$ cat src/rtl/rrarb_req_queue.sv
// Per-requester FIFOs that feed the round-robin arbiter. Each valid one-hot grant
// pops the granted FIFO, and the entry appears one cycle later on a registered output.
module rrarb_req_queue #(
  parameter int unsigned nReq  = 16,
  parameter int unsigned DataW = 32,
  parameter int unsigned Depth = 4,
  localparam int unsigned IdW  = (nReq > 1) ? $clog2(nReq) : 1,
  localparam int unsigned CntW = $clog2(Depth + 1),
  localparam int unsigned PtrW = (Depth > 1) ? $clog2(Depth) : 1
) (
  input  logic                  clock,
  input  logic                  reset,
  input  logic [nReq-1:0]       push_valid,
  output logic [nReq-1:0]       push_ready,
  input  logic [nReq*DataW-1:0] push_data,
  output logic                  trigger,
  output logic [nReq-1:0]       request,
  input  logic [nReq-1:0]       grant,
  output logic                  out_valid,
  output logic [IdW-1:0]        out_id,
  output logic [DataW-1:0]      out_data,
  output logic                  grant_err
);

  logic [DataW-1:0] r_mem  [nReq][Depth];
  logic [PtrW-1:0]  r_wptr [nReq];
  logic [PtrW-1:0]  r_rptr [nReq];
  logic [CntW-1:0]  r_cnt  [nReq];

  logic [nReq-1:0]  w_push;
  logic [nReq-1:0]  w_pop;
  logic             w_onehot;
  logic             w_grant_ok;
  logic [IdW-1:0]   w_gnt_idx;
  logic [DataW-1:0] w_head;

  // Explicit wrap so any Depth works, not just powers of two.
  function automatic logic [PtrW-1:0] f_inc(input logic [PtrW-1:0] p);
    return (p == PtrW'(Depth - 1)) ? '0 : p + 1'b1;
  endfunction

  always_comb begin
    for (int unsigned i = 0; i < nReq; i++) begin
      request[i]    = (r_cnt[i] != '0);
      push_ready[i] = reset && (r_cnt[i] != CntW'(Depth));
    end
  end

  assign trigger    = |request;
  assign w_onehot   = (grant != '0) && ((grant & (grant - 1'b1)) == '0);
  assign w_grant_ok = w_onehot && ((grant & request) != '0);
  assign w_push     = push_valid & push_ready;
  assign w_pop      = w_grant_ok ? grant : '0;

  always_comb begin
    w_gnt_idx = '0;
    w_head    = '0;
    for (int unsigned i = 0; i < nReq; i++) begin
      if (grant[i]) begin
        w_gnt_idx = IdW'(i);
        w_head    = r_mem[i][r_rptr[i]];
      end
    end
  end

  always_ff @(posedge clock or negedge reset) begin
    if (!reset) begin
      for (int unsigned i = 0; i < nReq; i++) begin
        r_wptr[i] <= '0;
        r_rptr[i] <= '0;
        r_cnt[i]  <= '0;
      end
    end else begin
      for (int unsigned i = 0; i < nReq; i++) begin
        if (w_push[i]) r_wptr[i] <= f_inc(r_wptr[i]);
        if (w_pop[i])  r_rptr[i] <= f_inc(r_rptr[i]);
        if (w_push[i] && !w_pop[i])
          r_cnt[i] <= r_cnt[i] + 1'b1;
        else if (!w_push[i] && w_pop[i])
          r_cnt[i] <= r_cnt[i] - 1'b1;
      end
    end
  end

  always_ff @(posedge clock) begin
    for (int unsigned i = 0; i < nReq; i++) begin
      if (w_push[i]) r_mem[i][r_wptr[i]] <= push_data[i*DataW +: DataW];
    end
  end

  always_ff @(posedge clock or negedge reset) begin
    if (!reset) begin
      out_valid <= 1'b0;
      out_id    <= '0;
      out_data  <= '0;
      grant_err <= 1'b0;
    end else begin
      out_valid <= w_grant_ok;
      if (w_grant_ok) begin
        out_id   <= w_gnt_idx;
        out_data <= w_head;
      end
      if ((grant != '0) && !w_grant_ok) grant_err <= 1'b1;
    end
  end

endmodule

$ cat config.mk
export PLATFORM = sky130hd
export DESIGN_NAME = rrarb_req_queue
export DESIGN_NICKNAME = d
export VERILOG_FILES = /design/src/rtl/rrarb_req_queue.sv
export SDC_FILE = /design/constraint.sdc
export NUM_CORES = 2
export LEC_CHECK = 0
export CAP_MARGIN = 10
export CELL_PAD_IN_SITES_DETAIL_PLACEMENT = 0
export CELL_PAD_IN_SITES_GLOBAL_PLACEMENT = 1
export CORE_MARGIN = 5
export CORE_UTILIZATION = 55
export CTS_BUF_LIST = sky130_fd_sc_hd__clkbuf_16
export DETAILED_ROUTE_END_ITERATION = 10
export PLACE_DENSITY_LB_ADDON = 0.1
export SYNTH_ARGS = -nofsm -noshare
export SYNTH_HDL_FRONTEND = slang
export SYNTH_SLANG_ARGS = --single-unit
$ cat constraint.sdc
create_clock -name clock -period 6.45 [get_ports clock]
set_input_delay 1.29 -clock clock [delete_from_list [all_inputs] [get_ports clock]]
set_output_delay 1.29 -clock clock [all_outputs]
set_load 0.1 [all_outputs]
==> summary.md <==
| Metric | Value |
|---|---|
| Status | finished clean |
| Reg-to-Reg Start | r_rptr[31] |
| Post-synth EDFFs | 2,048 |
| R2R setup slack | 2.29 ns |
| Slew headroom | 15.5% |
| Die area | 166,000 µm² |
| RSZ-0062 raised after global routing | false |
| Layout Utilization | 65.2% |
| MaxCap Viol Count | 0 |
| Clk sink count | 2,198 |
| R2r worst-path depth | 8 |
| Syn Nets | 5,147 |
| Worst-margin pin slew | 1.26 ns |
| Initial antenna violation count | 102 |
| Grt ovf | 0 |
| Placed wire-length estimate | 181 mm |
| Post-Syn Instances | 4,489 |
| Filler cell count | 10,900 |
| Maximum clock frequency | 184 MHz |
| Cts hold-fix bufs | 0 |
| Bufs on Longest Clock Path | 3 |
| DR vias/cell | 6.28 |
| Gpl congestion | 0.884 |
| Chip height | 408 µm |
| Drt first-iter violations | 5,633 |
| Mean Syn Cell Area | 19.4 µm² |
| Buffers on Ports | 616 |
| Clock Skews | 0.0366 ns |
| Family with the most delay on the worst path | buffers and inverters |
| Arr. time, crit path | 4.14 ns |
| Final routed DRC violation total | 0 |
| Crit-path cells | nor3_1, inv_1, nor4_1, nand4_1, clkdlybuf4s50_1 |
| Most used DFF post-synth | edfxtp_1 |
| CP endpoint kind | output pin |
| Die W | 408 µm |
| Final hold violation count | 0 |
| Setup tns final | 0 ns |
| Slowest stage delay, CP | 1.05 ns |
| Slowest-stage cell, CP | clkdlybuf4s50_1 |
| Core area | 158,000 µm² |
| Period minus WS final | 5.43 ns |
| Post-synth ARST share | 6.82% |
| CP Launch Type | register |
| Pin count of the biggest net entering global routing | 88 |
| Worst Path Class, Setup | reg2out |
| DR WL/cell | 33.3 µm |
| Critical path fanouts, max | 4 |
| Nets@finish | 5,897 |
| Routed vias | 47,400 |
| Most common cell after layout, fill and taps aside | edfxtp_1 |
| Clock tree root driver cell | clkbuf_16 |
| Antenna-violating nets left | 0 |
| Reg clk slew, reported paths | 0.06 ns |
| Peak supply drop | 335 µV |
| Area growth from synthesis to layout | 18.2% |
| Pre-antenna DRT Iters | 8 |
| Io pins | 617 |
| Yosys reg bits | 2,198 |
| Hold crit path type | in2async |
| Slew Limit Fails | 0 |
| Pwr/cell area | 336 nW/µm² |
| Total track usage | 30.0% |
| Post-CTS sizing | 0 |
| Worst Path Required | 5.16 ns |
| Register area share after synthesis | 75.0% |
| Setup violators final | 0 |
| Post-Synthesis Cell Area | 87,100 µm² |
| R2R Path End | out_data[22] |
| Most frequent cells in the layout | edfxtp_1, clkdlybuf4s50_1, mux4_2 |
| Number of setup buffers added after CTS | 0 |
| P_leak | 33.4 nW |
| Initial Util | 55.2% |
| Worst skew pair latency | 0.85 ns |
| Synth warn | 0 |
| Synth cell types | 75 |
| Worst path bufs/invs | 2 |
| CTS HTree Levels | 4 |
| Share of cells above drive strength 1 | 18.8% |
| Placement Rows | 146 |
| CTS tree | built |
| First-pass GRT wire length | 351 mm |
| Crit share post-route | 84.2% |
| Final WL | 252 mm |
| Vias in the first global route | 46,600 |
| Num CTS Buffers | 217 |
| Total power | 0.0346 W |
## synth_stat cells, drive strengths merged (46+ instances only)
cell    instances  area (µm²)
buf           125         694
dfrtp         150        3750
a22oi          46         345
nor2          111         417
and3           64         400
edfxtp       2048       61500
o22ai          95         601
ha             96        1200
mux2          160        1840
nand2         169         674
clkbuf        107         402
mux4          347        7820
mux2i         207        2070
o21ai         109         549
inv            70         263
a21oi          77         385
## where the power goes
part / leakage, nW / switching (W) / internal, W / total [W]
Combinational: 9.40 / 0.00301 / 0.00141 / 0.00443
Sequential: 20.4 / 0.000580 / 0.0173 / 0.0178
Clock: 3.59 / 0.00529 / 0.00701 / 0.0123
## worst max-delay path by stage
stage                   start        end  cells after the start
floorplan               reset  r_cnt[11]                      9
global placement     grant[5]  r_cnt[34]                     12
detailed placement   grant[5]  r_cnt[34]                     12
CTS                 r_cnt[33]    trigger                      5
global route         r_cnt[3]    trigger                      5
finish               r_cnt[4]    trigger                      5
## layer usage
| layer | global-route usage, % | share of wire, % |
|---|---|---|
| met1 | 42.8 | 40 |
| met2 | 44.8 | 46 |
| met3 | 10.0 | 11 |
| met4 | 9.12 | 3.1 |
| met5 | 0 | 0.12 |
## worst register-to-register path, stage by stage (launching register included)
cell and delay [ns]:
dfrtp_1 1.07, buf_4 0.45, mux4_2 0.32, nand2_1 0.08
a31oi_1 0.53, o21ai_0 0.37, a2111oi_0 0.83, o21ai_0 0.22
a31oi_1 0.19
## cells by family after synthesis
logic type	after synthesis	share of synthesized area, %
AO/OA/AOI/OAI	618	4.88
XOR/XNOR	48	0.483
adder cells (fa/ha/maj)	113	1.76
buffers and inverters	302	1.56
flip-flops	2198	75.0
multiplexers	714	13.5
AND/OR/NAND/NOR	496	2.89
## area by class of cell
type | instances | area, µm² | area share (%)
clock inverter | 181 | 1460 | 1.42
inverter | 70 | 263 | 0.255
clock buffer | 220 | 5510 | 5.35
sequential | 2198 | 65300 | 63.4
antenna | 58 | 145 | 0.141
tap | 2072 | 2590 | 2.52
multi-input combinational | 1989 | 20500 | 19.9
timing repair buffer | 763 | 7210 | 7.01
## through the flow
stage | cells | instance area (µm²) | setup slack (ns) | hold WS, ns
floorplan | 4489 | 87100 | 1.07 | 0.459
global placement | 7090 | 95800 | 1.08 | 0.481
detailed placement | 7090 | 95800 | 0.966 | 0.485
CTS | 7491 | 103000 | 1.00 | 0.391
global route | 7513 | 103000 | 0.972 | 0.430
finish | 7551 | 103000 | 1.02 | 0.430
## state kept, by name, indices dropped and copies added, names as in the netlist
signal and count:
r_mem 2048, r_rptr 32, out_valid 1, r_cnt 48, out_id 4, out_data 32, grant_err 1, r_wptr 32
Note: power is estimated with default switching activity, not from simulation.
